===== src/rtl/tt_mux_sel_ctrl_if.sv =====
// tt_mux_sel_ctrl_if: control, pad and user-bus signals of one TT user-design mux.
interface tt_mux_sel_ctrl_if #(
    parameter int N_BLK = 32,
    parameter int N_I   = 10,
    parameter int N_O   = 8,
    parameter int N_IO  = 8
);
    localparam int W = N_O + 2 * N_IO;
    logic                  sel_inc;
    logic                  ena;
    logic [9:0]            sel_addr;
    logic [N_BLK-1:0]      blk_ena;
    logic                  um_rst_n;
    logic [N_I-1:0]        ui_in;
    logic [N_IO-1:0]       uio_in;
    logic [N_I+N_IO-1:0]   um_iw;
    logic [N_BLK*W-1:0]    um_ow;
    logic [N_O-1:0]        uo_out;
    logic [N_IO-1:0]       uio_out;
    logic [N_IO-1:0]       uio_oe;
    logic                  k_zero;
    logic                  k_one;
    modport master (
        output sel_inc, ena, ui_in, uio_in, um_ow,
        input  sel_addr, blk_ena, um_rst_n, um_iw, uo_out, uio_out, uio_oe, k_zero, k_one
    );
    modport slave (
        input  sel_inc, ena, ui_in, uio_in, um_ow,
        output sel_addr, blk_ena, um_rst_n, um_iw, uo_out, uio_out, uio_oe, k_zero, k_one
    );
endinterface


===== src/rtl/tt_mux_sel_ctrl.sv =====
// tt_mux_sel_ctrl: block-select and I/O routing for one TT user-design mux.
// Optional macro TT_RST_STRETCH_EN holds the user reset for 8 cycles after selection.
module tt_mux_sel_ctrl #(
    parameter int MUX_ID = 12,
    parameter int N_BLK  = 32,
    parameter int N_I    = 10,
    parameter int N_O    = 8,
    parameter int N_IO   = 8
) (
    input  logic               clk,
    input  logic               rst_n,
    tt_mux_sel_ctrl_if.slave   bus
);
    localparam int W = N_O + 2 * N_IO;
    logic [9:0]       sel_addr_q, sel_addr_d;
    logic [N_BLK-1:0] blk_ena_q, blk_ena_d;
    logic             match;
    logic             any_sel;
    logic [W-1:0]     mux_w;
    always_comb begin
        sel_addr_d = bus.sel_inc ? sel_addr_q + 10'd1 : sel_addr_q;
        match      = bus.ena && (sel_addr_q[9:5] == 5'(MUX_ID));
        blk_ena_d  = '0;
        for (int i = 0; i < N_BLK; i++)
            blk_ena_d[i] = match && (sel_addr_q[4:0] == 5'(i));
    end
    always_ff @(posedge clk or negedge rst_n) begin
        if (!rst_n) begin
            sel_addr_q <= '0;
            blk_ena_q  <= '0;
        end else begin
            sel_addr_q <= sel_addr_d;
            blk_ena_q  <= blk_ena_d;
        end
    end
`ifdef TT_RST_STRETCH_EN
    logic [3:0] cnt_q, cnt_d;
    logic       chg;
    // moving to a different block restarts the stretch so the new block sees a full reset
    always_comb begin
        chg   = (|blk_ena_q) && (blk_ena_d != blk_ena_q);
        cnt_d = (!match || chg) ? 4'd0 : (cnt_q[3] ? cnt_q : cnt_q + 4'd1);
    end
    always_ff @(posedge clk or negedge rst_n) begin
        if (!rst_n) cnt_q <= '0;
        else        cnt_q <= cnt_d;
    end
    assign bus.um_rst_n = cnt_q[3];
`else
    logic rst_q, rst_d;
    always_comb rst_d = match;
    always_ff @(posedge clk or negedge rst_n) begin
        if (!rst_n) rst_q <= 1'b0;
        else        rst_q <= rst_d;
    end
    assign bus.um_rst_n = rst_q;
`endif
    // blk_ena is one-hot, so OR-ing the gated slices selects exactly one block
    always_comb begin
        mux_w = '0;
        for (int i = 0; i < N_BLK; i++)
            mux_w |= blk_ena_q[i] ? bus.um_ow[i*W +: W] : '0;
    end
    assign any_sel      = |blk_ena_q;
    assign bus.sel_addr = sel_addr_q;
    assign bus.blk_ena  = blk_ena_q;
    assign bus.um_iw    = any_sel ? {bus.uio_in, bus.ui_in} : '0;
    assign bus.uo_out   = mux_w[0 +: N_O];
    assign bus.uio_out  = mux_w[N_O +: N_IO];
    assign bus.uio_oe   = mux_w[N_O+N_IO +: N_IO];
    assign bus.k_zero   = 1'b0;
    assign bus.k_one    = 1'b1;
endmodule


===== src/flat_wrapper.sv =====
// flat-port wrapper written by rule: the top's interface ports become plain ports
module tt_mux_sel_ctrl_flat 
#(
    parameter int MUX_ID = 12,
    parameter int N_BLK  = 32,
    parameter int N_I    = 10,
    parameter int N_O    = 8,
    parameter int N_IO   = 8
)
  (clk, rst_n, bus_sel_inc, bus_ena, bus_ui_in, bus_uio_in, bus_um_ow, bus_sel_addr, bus_blk_ena, bus_um_rst_n, bus_um_iw, bus_uo_out, bus_uio_out, bus_uio_oe, bus_k_zero, bus_k_one);
  tt_mux_sel_ctrl_if #(.N_BLK(N_BLK), .N_I(N_I), .N_O(N_O), .N_IO(N_IO)) bus_i ();
  input  logic clk;
  input  logic rst_n;
  input wire logic [$bits(bus_i.sel_inc)-1:0] bus_sel_inc;
  input wire logic [$bits(bus_i.ena)-1:0] bus_ena;
  input wire logic [$bits(bus_i.ui_in)-1:0] bus_ui_in;
  input wire logic [$bits(bus_i.uio_in)-1:0] bus_uio_in;
  input wire logic [$bits(bus_i.um_ow)-1:0] bus_um_ow;
  output wire logic [$bits(bus_i.sel_addr)-1:0] bus_sel_addr;
  output wire logic [$bits(bus_i.blk_ena)-1:0] bus_blk_ena;
  output wire logic [$bits(bus_i.um_rst_n)-1:0] bus_um_rst_n;
  output wire logic [$bits(bus_i.um_iw)-1:0] bus_um_iw;
  output wire logic [$bits(bus_i.uo_out)-1:0] bus_uo_out;
  output wire logic [$bits(bus_i.uio_out)-1:0] bus_uio_out;
  output wire logic [$bits(bus_i.uio_oe)-1:0] bus_uio_oe;
  output wire logic [$bits(bus_i.k_zero)-1:0] bus_k_zero;
  output wire logic [$bits(bus_i.k_one)-1:0] bus_k_one;
  assign bus_i.sel_inc = bus_sel_inc;
  assign bus_i.ena = bus_ena;
  assign bus_i.ui_in = bus_ui_in;
  assign bus_i.uio_in = bus_uio_in;
  assign bus_i.um_ow = bus_um_ow;
  assign bus_sel_addr = bus_i.sel_addr;
  assign bus_blk_ena = bus_i.blk_ena;
  assign bus_um_rst_n = bus_i.um_rst_n;
  assign bus_um_iw = bus_i.um_iw;
  assign bus_uo_out = bus_i.uo_out;
  assign bus_uio_out = bus_i.uio_out;
  assign bus_uio_oe = bus_i.uio_oe;
  assign bus_k_zero = bus_i.k_zero;
  assign bus_k_one = bus_i.k_one;
  tt_mux_sel_ctrl #(.MUX_ID(MUX_ID), .N_BLK(N_BLK), .N_I(N_I), .N_O(N_O), .N_IO(N_IO)) u_core (.clk(clk), .rst_n(rst_n), .bus(bus_i));
endmodule

===== config.mk =====
export PLATFORM = sky130hd
export DESIGN_NAME = tt_mux_sel_ctrl_flat
export DESIGN_NICKNAME = d
export VERILOG_FILES = /design/src/rtl/tt_mux_sel_ctrl_if.sv /design/src/rtl/tt_mux_sel_ctrl.sv /design/src/flat_wrapper.sv
export SDC_FILE = /design/constraint.sdc
export NUM_CORES = 1
export LEC_CHECK = 0
export BUFFER_PORTS_ARGS = -buffer_cell sky130_fd_sc_hd__buf_4
export CORE_AREA = 2 2 341 343
export DETAILED_ROUTE_END_ITERATION = 8
export DIE_AREA = 0 0 343 345
export GPL_ROUTABILITY_DRIVEN = 1
export PLACE_DENSITY_LB_ADDON = 0.12
export SLEW_MARGIN = 20
export SYNTH_ARGS = -nofsm -noshare
export SYNTH_HDL_FRONTEND = slang
export SYNTH_SLANG_ARGS = --single-unit
export TNS_END_PERCENT = 20

===== constraint.sdc =====
create_clock -name clk -period 2.4 [get_ports clk]
set_input_delay 0.6 -clock clk [delete_from_list [all_inputs] [get_ports clk]]
set_output_delay 0.6 -clock clk [all_outputs]
set_load 0.02 [all_outputs]

# Yosys cells after proc, flatten, opt, wreduce, memory -nomap -nowiden
# Cells that the tools add are included.
# totals
ff_bits	43
out_inout_bits	87
elab_cells	135
# op_classes
addsub	1
n_eq_ne	32
mux	33
bitwise	31
n_reduce_logical	35
# ops
op	n
24-bit 2-to-1 mux	32
24-bit OR	31
5-bit == test (second input constant)	16
5-bit by 4-bit == test with 1-bit output (second input constant)	9
1-bit logical AND	33
32-bit OR reduction	1
5-bit by 3-bit == test with 1-bit output (second input constant)	4
18-bit 2-to-1 mux	1
10-bit by 1-bit adder with 10-bit output (second input constant)	1
5-bit by 2-bit == test with 1-bit output (second input constant)	2
5-bit by 1-bit == test with 1-bit output (second input constant)	1
5-bit zero test	1

# Logic depth before layout (Yosys ltp)
# Gate-level depths: netlist of run 1.
# depth
ltp_word	32
ltp_mapped	6
mapped_depth_nobuf	4

# Worst setup path after synthesis of run 1
# Ideal clock, no wire load.
# synth_timing
path_kind	register to output
startpoint	register u_core.blk_ena_q[6], in the netlist u_core.bus.blk_ena[6]
endpoint	output bus_uio_oe[0]
arrival_ps	1664
required_time_ps	1800
path_slack_ps	136
path_stages_with_launch	6
cell_sequence	dfrtp_1 buf_2 buf_2 a22oi_1 nand4_1 or4_1
# synth_via
elab_chain_len	27
# synth_rtl
item	line	source
start: declaration	tt_mux_sel_ctrl.sv:16	logic [N_BLK-1:0] blk_ena_q, blk_ena_d;
start signal: assignment	tt_mux_sel_ctrl.sv:33	blk_ena_q <= blk_ena_d;
24-bit 2-to-1 mux	tt_mux_sel_ctrl.sv:62	mux_w |= blk_ena_q[i] ? bus.um_ow[i*W +: W] : '0;
24-bit OR (26 in series)	tt_mux_sel_ctrl.sv:62	
end: declaration	flat_wrapper.sv:25	output wire logic [$bits(bus_i.uio_oe)-1:0] bus_uio_oe;
# No other way between the ends.

# Worst setup path in the final report of run 1
# layout_timing
startpoint	register u_core.blk_ena_q[12], in the netlist u_core.bus.blk_ena[12]
endpoint	output bus_uio_out[2]
# layout_via
elab_chain_len	21
# layout_rtl
item	line	source
24-bit 2-to-1 mux	tt_mux_sel_ctrl.sv:62	
24-bit OR (20 in series)	tt_mux_sel_ctrl.sv:62	
end: declaration	flat_wrapper.sv:24	output wire logic [$bits(bus_i.uio_out)-1:0] bus_uio_out;
# No other way between the ends.

==> results.md, run 1 <==
- Tot GR Track Use: between 15 and 20%
- Slowest Stage Delay on Critical Path: approximately 700 ps
- Root Buffer: clkbuf_16
- DRT iter0 DRCs: 802
- Critical Path Start Type: flip-flop
- Worst-case reg-to-reg path depth: 3
- Final Power: roughly 3.6 mW
- Initial antenna violation count: 18
- Most frequent cells in the layout: 955 x buf_4, 322 x a22oi_1, 102 x nand4_1, 62 x a22oi_2, 57 x buf_12
- Worst-Margin Slew: 662 ps
- Min Hold Slack: between 300 and 400 ps
- Reg2reg start: u_core.bus.sel_addr[5]
- #FFs+latches synth: 43
- CP Capture Point: bus_uio_out[2]
- WL final: around 94000 um
- # DRC: 0
- Core area: about 120000 sq um
- Starting Density: around 5.2%
- VDD IR max: ~0.00033 V
- Non-Filler Instances: 3259
- RSZ-0062 raised after global routing: yes
- H-tree Lvls: 2
- Vias per inst: between 3 and 4
- Fill count: roughly 13000
- Vias: ~12000
- Hpwl dp: between 80000 and 90000 um
- Drt pass-1 iters: 5
- Final nets: 2524
- Syn_area_per_cell: a little under 8 sq um
- Status: complete, but fails checks
- Min Tclk post-route: between 2000 and 3000 ps
- Final ANT Viol Nets: 0
- Final setup violation count: 42
- Fmax: ~340 MHz
- Reg2Reg Capture Point: u_core.bus.blk_ena[21]
- Reg clk slew, reported paths: about 80 ps
- Post-Synthesis Cell Area: 5980 sq um
- Yosys warning count: 0
- First-pass GRT wire length: about 120000 um
- Inst Count DP: about 3200
- Final worst path period share: 124%
- Hold_buf cts: 0
- DR WL/cell: approximately 29 um
- R2R setup slack: 620 ps
- HP Class: in -> async
- Worst slew margin: 55.9%
- Count of cell types in the netlist: 31
- Max cap viols: 0
- Clock Skew: roughly 15 ps
- Pleak: ~7.4 nW
- Routability cong.: 0.881
- CTS tree: built
- Critical path depth: 5
- Vias in the first global route: ~13000
- # IOs: 877
- Final Util: between 10% and 20%
- Die Y-Extent: approximately 350 um
- Num Clock Sinks: 43
- Fin worst setup slack: -565 ps
- IO Port Bufs: roughly 900
- Largest net degree at the start of global routing: 44
- Worst Setup SP: u_core.bus.blk_ena[12]
- Clock buffer depth: 2
- Fin. Hold Viols: 0
- Main synth FF type: dfrtp_1
- EDFF count, synth: 0
- Critical Path, Cell by Cell: buf_12 -> a22oi_2 -> nand4_1 -> or4_4 -> buf_6
- Asr flop ratio synth: 100%
- Die width: around 340 um
- Critical Path End Type: output pin
- Worst Path Buf+Inv: 2
- Critical path class: reg -> out
- Worst-skew pair later-pin latency: roughly 310 ps
- Remaining global-route overflow: 0
- Share of layout cells above drive strength 1: a little under 70%
- CP delay by family, top: simple AND/OR/NAND/NOR gates
- Slowest library cell on the worst path: or4_4
- Num CTS Buffers: 5
- Cells after synthesis: between 700 and 800
- Pwr/cell area: between 200 and 250 nW/um^2
- WP data arrival: 2370 ps
- Die area: 118000 sq um
- Synth Net Count: 1561
- Commonest non-fill, non-tap cell in the layout: buf_4
- Failing checks: negative setup slack
- Area grow syn2layout: 185%
- Required time worst endpoint: between 1500 and 2000 ps
- FP Rows: between 100 and 150
- Slew Limit Fails: 0
- Sequential share of the synthesized area: roughly 18%
- Worst Path Max Fanout: 13
-- registers in the layout (all words and copies together), names as in the netlist --
name	cells
u_core.bus.um_rst_n	1
u_core.bus.blk_ena	32
u_core.bus.sel_addr	10
-- cells in the mapped netlist, types with 2 or more instances --
| cell type | count | share of area [%] |
|---|---|---|
| and3_1 | 7 | 0.73 |
| ha_1 | 6 | 1.3 |
| and4_1 | 3 | 0.44 |
| and2_1 | 13 | 1.4 |
| buf_2 | 53 | 4.4 |
| xnor2_1 | 3 | 0.44 |
| a22oi_1 | 384 | 48 |
| nor3_1 | 6 | 0.50 |
| clkbuf_1 | 49 | 3.1 |
| nor2_1 | 15 | 0.94 |
| buf_1 | 2 | 0.13 |
| nor4_1 | 8 | 0.84 |
| nand2_1 | 6 | 0.38 |
| nor4_4 | 2 | 0.71 |
| dfrtp_1 | 43 | 18 |
| conb_1 | 2 | 0.13 |
| or4_1 | 24 | 3.0 |
| inv_1 | 2 | 0.13 |
| nand2b_1 | 2 | 0.21 |
| nand4_1 | 102 | 11 |
| a21boi_1 | 18 | 2.3 |
| xor2_1 | 5 | 0.73 |
| buf_4 | 2 | 0.25 |
-- power breakdown --
| group | internal [mW] | switching, mW | leakage [nW] |
|---|---|---|---|
| registers | 0.782 | 0.192 | 0.532 |
| clock network | 0.606 | 0.377 | 0.0960 |
| logic | 1.01 | 0.663 | 6.76 |
-- worst min-delay path by stage --
stage | end | slack, ps | cells after the start
after floorplan | u_core.bus.blk_ena[0] | 300 | 0
after global placement | u_core.bus.sel_addr[9] | 550 | 1
after detailed placement | u_core.bus.sel_addr[9] | 560 | 1
after CTS | u_core.bus.blk_ena[29] | 350 | 1
after global routing | u_core.bus.blk_ena[29] | 360 | 1
final | u_core.bus.sel_addr[9] | 310 | 1
-- kinds of logic after synthesis --
| kind of cell | Yosys count | share of synthesized area (%) |
|---|---|---|
| muxes | 1 | 0.167 |
| adders and majority gates | 6 | 1.26 |
| DFF | 43 | 18.0 |
| other | 2 | 0.126 |
| and+or+nand+nor | 193 | 20.6 |
| xor gates and xnor gates | 8 | 1.17 |
| buffers and inverters | 109 | 8.08 |
| AOI/OAI and AO/OA | 403 | 50.6 |
-- final cells by class --
type | instances | area, sq um | area share, %
multi-input cells | 613 | 4870 | 28.6
repair buffers | 1062 | 8890 | 52.2
clock inverters | 3 | 71.3 | 0.419
inverters | 3 | 11.3 | 0.0662
well taps | 1524 | 1910 | 11.2
flip-flops and latches | 43 | 1130 | 6.62
clock buffers | 5 | 125 | 0.735
diodes | 6 | 15.0 | 0.0883
-- timing repair --
item	4_1_cts	5_1_grt
gates resized for setup	126	44
pin swaps	39	23
gates cloned	0	0
endpoints found under the setup margin	42	42
buffers inserted	21	11
-- stage by stage --
| stage | setup TNS [ps] | instance area (sq um) | setup WS, ps |
|---|---|---|---|
| floorplan | 0 | 5980 | 136 |
| global placement | -8070 | 15700 | -589 |
| detailed placement | -8730 | 15700 | -516 |
| CTS | -17040 | 16700 | -535 |
| global route | -20430 | 17000 | -583 |
| finish | -17800 | 17000 | -565 |
-- routing by layer --
layer  share of wire [%]  track usage, %  up-vias
met5               0.051               0        -
met4                 1.3            1.95        8
met3                 7.2            2.95       51
met2                  49            26.7      710
met1                  42            18.9     5927
li1                    -               -     5221
(Power assumes the default switching activity.)
==> inputs of run 2 (changes only) <==
==> constraint.sdc (replaced) <==
create_clock -name clk -period 2.4 [get_ports clk]
set_input_delay 0.24 -clock clk [delete_from_list [all_inputs] [get_ports clk]]
set_output_delay 0.24 -clock clk [all_outputs]
set_load 0.02 [all_outputs]
==> results.md, run 2 (same netlist as run 1, synthesis figures left out) <==
- Sw Share: 36.0% (+2.1 points)
- Tot GR Track Use: 15.6% (+0.59 points)
- # DRC: 0 (unchanged)
- Final nets: 2470 (-2.1%)
- Cell internal pwr: 2.29 mW (-4.6%)
- Root Buffer: clkbuf_16
- Pre-CTS setup slack: -146 ps (+370 ps)
- Remaining global-route overflow: 0 (unchanged)
- Part of the power in combinational logic: 48.0% (+1.9 points)
- DRT iter0 DRCs: 828 (+3.2%)
- Num CTS Buffers: 5 (unchanged)
- Pwr/cell area: 219 nW/um^2 (+2.3%)
- Fmax: 378 MHz (+12%)
- Initial antenna violation count: 21 (+3)
- Critical Path End Type: output pin
- Final worst path period share: 110% (-13 points)
- WL final: 98600 um (+4.6%)
- Clock buffer depth: 2 (unchanged)
- WP data arrival: 2410 ps (+40 ps)
- Failing checks: negative setup slack
- Vias in the first global route: 12600 (-1.4%)
- Most frequent cells in the layout: 923 x buf_4, 326 x a22oi_1, 102 x nand4_1, 58 x a22oi_2, 41 x buf_6
- RSZ-0062 raised after global routing: yes
- Worst-skew pair later-pin latency: 320 ps (about the same)
- Die area: 118000 sq um (unchanged)
- Critical Path Start Type: flip-flop
- Final Util: 14.2% (-0.55 points)
- Switching power: 1.29 mW (+4.6%)
- Final ANT Viol Nets: 0 (unchanged)
- IO Port Bufs: 874 (unchanged)
- Required time worst endpoint: 2160 ps (+360 ps)
- Vias per inst: 3.61 (-1.2%)
- Area grow syn2layout: 174%
- Worst slew margin: 45.8% (-10 points)
- Die Y-Extent: 345 um (unchanged)
- Starting Density: 5.19% (unchanged)
- Clock Skew: 15.0 ps (-0.526 ps)
- Worst Setup SP: u_core.bus.blk_ena[24]
- Num Clock Sinks: 43 (unchanged)
- CTS tree: built
- First-pass GRT wire length: 123000 um (+2.9%)
- Fin. Hold Viols: 0 (unchanged)
- Worst Path Max Fanout: 6 (-7)
- Min Hold Slack: 161 ps (-153 ps)
- Number of flip-flops under the largest register name: 32 (unchanged)
- Hpwl dp: 81800 um (+2.0%)
- Largest net degree at the start of global routing: 44 (unchanged)
- Fill count: 13300 (+0.66%)
- VDD IR max: 0.000302 V (-9.2%)
- Commonest non-fill, non-tap cell in the layout: buf_4
- Critical path class: reg -> out
- Reg2reg start: u_core.bus.sel_addr[5]
- Reg clk slew, reported paths: 80 ps (about the same)
- Routability cong.: 0.892 (+1.2%)
- Status: complete, but fails checks
- # IOs: 877 (unchanged)
- Pleak: 7.06 nW (-4.5%)
- Fin worst setup slack: -248 ps (+317 ps)
- Worst min-delay path startpoint: bus_sel_inc
- Min Tclk post-route: 2650 ps (-317 ps)
- HP Class: in -> reg
- Max cap viols: 0 (unchanged)
- Slew Limit Fails: 0 (unchanged)
- Core area: 115000 sq um (unchanged)
- Final setup violation count: 41 (-2.4%)
- Seq pwr share: 27.4% (+0.6 points)
- FP Rows: 125 (unchanged)
- Die width: 343 um (unchanged)
- Worst-Margin Slew: 810 ps (+148 ps)
- DR WL/cell: 30.8 um (+6.4%)
- Share of layout cells above drive strength 1: 68.0% (-1.1 points)
- Clock power frac: 24.6% (-2.4 points)
- Vias: 11600 (-2.8%)
- Drt pass-1 iters: 5 (unchanged)
- H-tree Lvls: 2 (unchanged)
## run 2: cell types whose count changed in the layout (fill, tap and decap cells not counted), moves of 3 or more
cell,change
a21boi_1,-7
a21boi_2,+7
a22oi_1,+4
a22oi_2,-4
buf_12,-23
buf_4,-32
buf_6,-5
clkbuf_16,+3
## run 2: layer usage
metal / share of wire, % / vias to the layer above / track usage [%]
li1: - / 5117 / -
met1: 43 / 5780 / 20.1
met2: 49 / 633 / 27.0
met3: 7.3 / 43 / 3.83
met4: 0.79 / 8 / 1.38
met5: 0.059 / - / 0
## run 2: stage by stage
step	power [mW]	cells	setup TNS (ps)	cell area (sq um)
after CTS	3.62	3183	-6020	15900
after detailed placement	2.70	3163	-1760	15200
final	3.58	3205	-2650	16400
after floorplan	1.26	765	0	5980
after global routing	3.76	3201	-6350	16400
after global placement	2.71	3163	-9810	15200
## run 2: final timing paths
check,to,slack [ps],cells after the start
max,bus_uo_out[2],-250,5
min,u_core.bus.sel_addr[0],160,2
max reg2reg,u_core.bus.blk_ena[9],170,3
min reg2reg,u_core.bus.sel_addr[9],560,1
max in group asynchronous,u_core.bus.blk_ena[11],1320,2
min in group asynchronous,u_core.bus.sel_addr[9],510,2
## run 2: timing repair
action	CTS	global route
setup buffers	9	13
pin swaps	29	21
endpoints found under the hold margin	8	0
hold buffers	1	0
endpoints found under the setup margin	42	42
cloned	3	3
resized for setup	90	57
## run 2: area by class of cell
cell class | count | area (sq um) | share of cell area [%]
timing repair buffer | 1008 | 8310 | 50.7
multi-input combinational | 613 | 4840 | 29.6
tap | 1524 | 1910 | 11.6
sequential | 43 | 1130 | 6.87
clock buffer | 5 | 125 | 0.764
clock inverter | 3 | 47.5 | 0.290
antenna | 6 | 15.0 | 0.0917
inverter | 3 | 11.3 | 0.0687
## run 2: power groups by stage
stage,clock [mW],sequential [mW],combinational (mW)
global placement,0,0.990,1.72
detailed placement,0,0.987,1.71
CTS,0.922,0.974,1.72
global route,0.933,0.987,1.84
finish,0.881,0.979,1.72
floorplan,0,0.951,0.311
## run 2: worst max-delay path, cell delays in order, from the launching register on
cell and delay (ps):
dfrtp_4 590, buf_4 220, a22oi_1 330, nand4_1 300, or4_1 470, buf_4 170
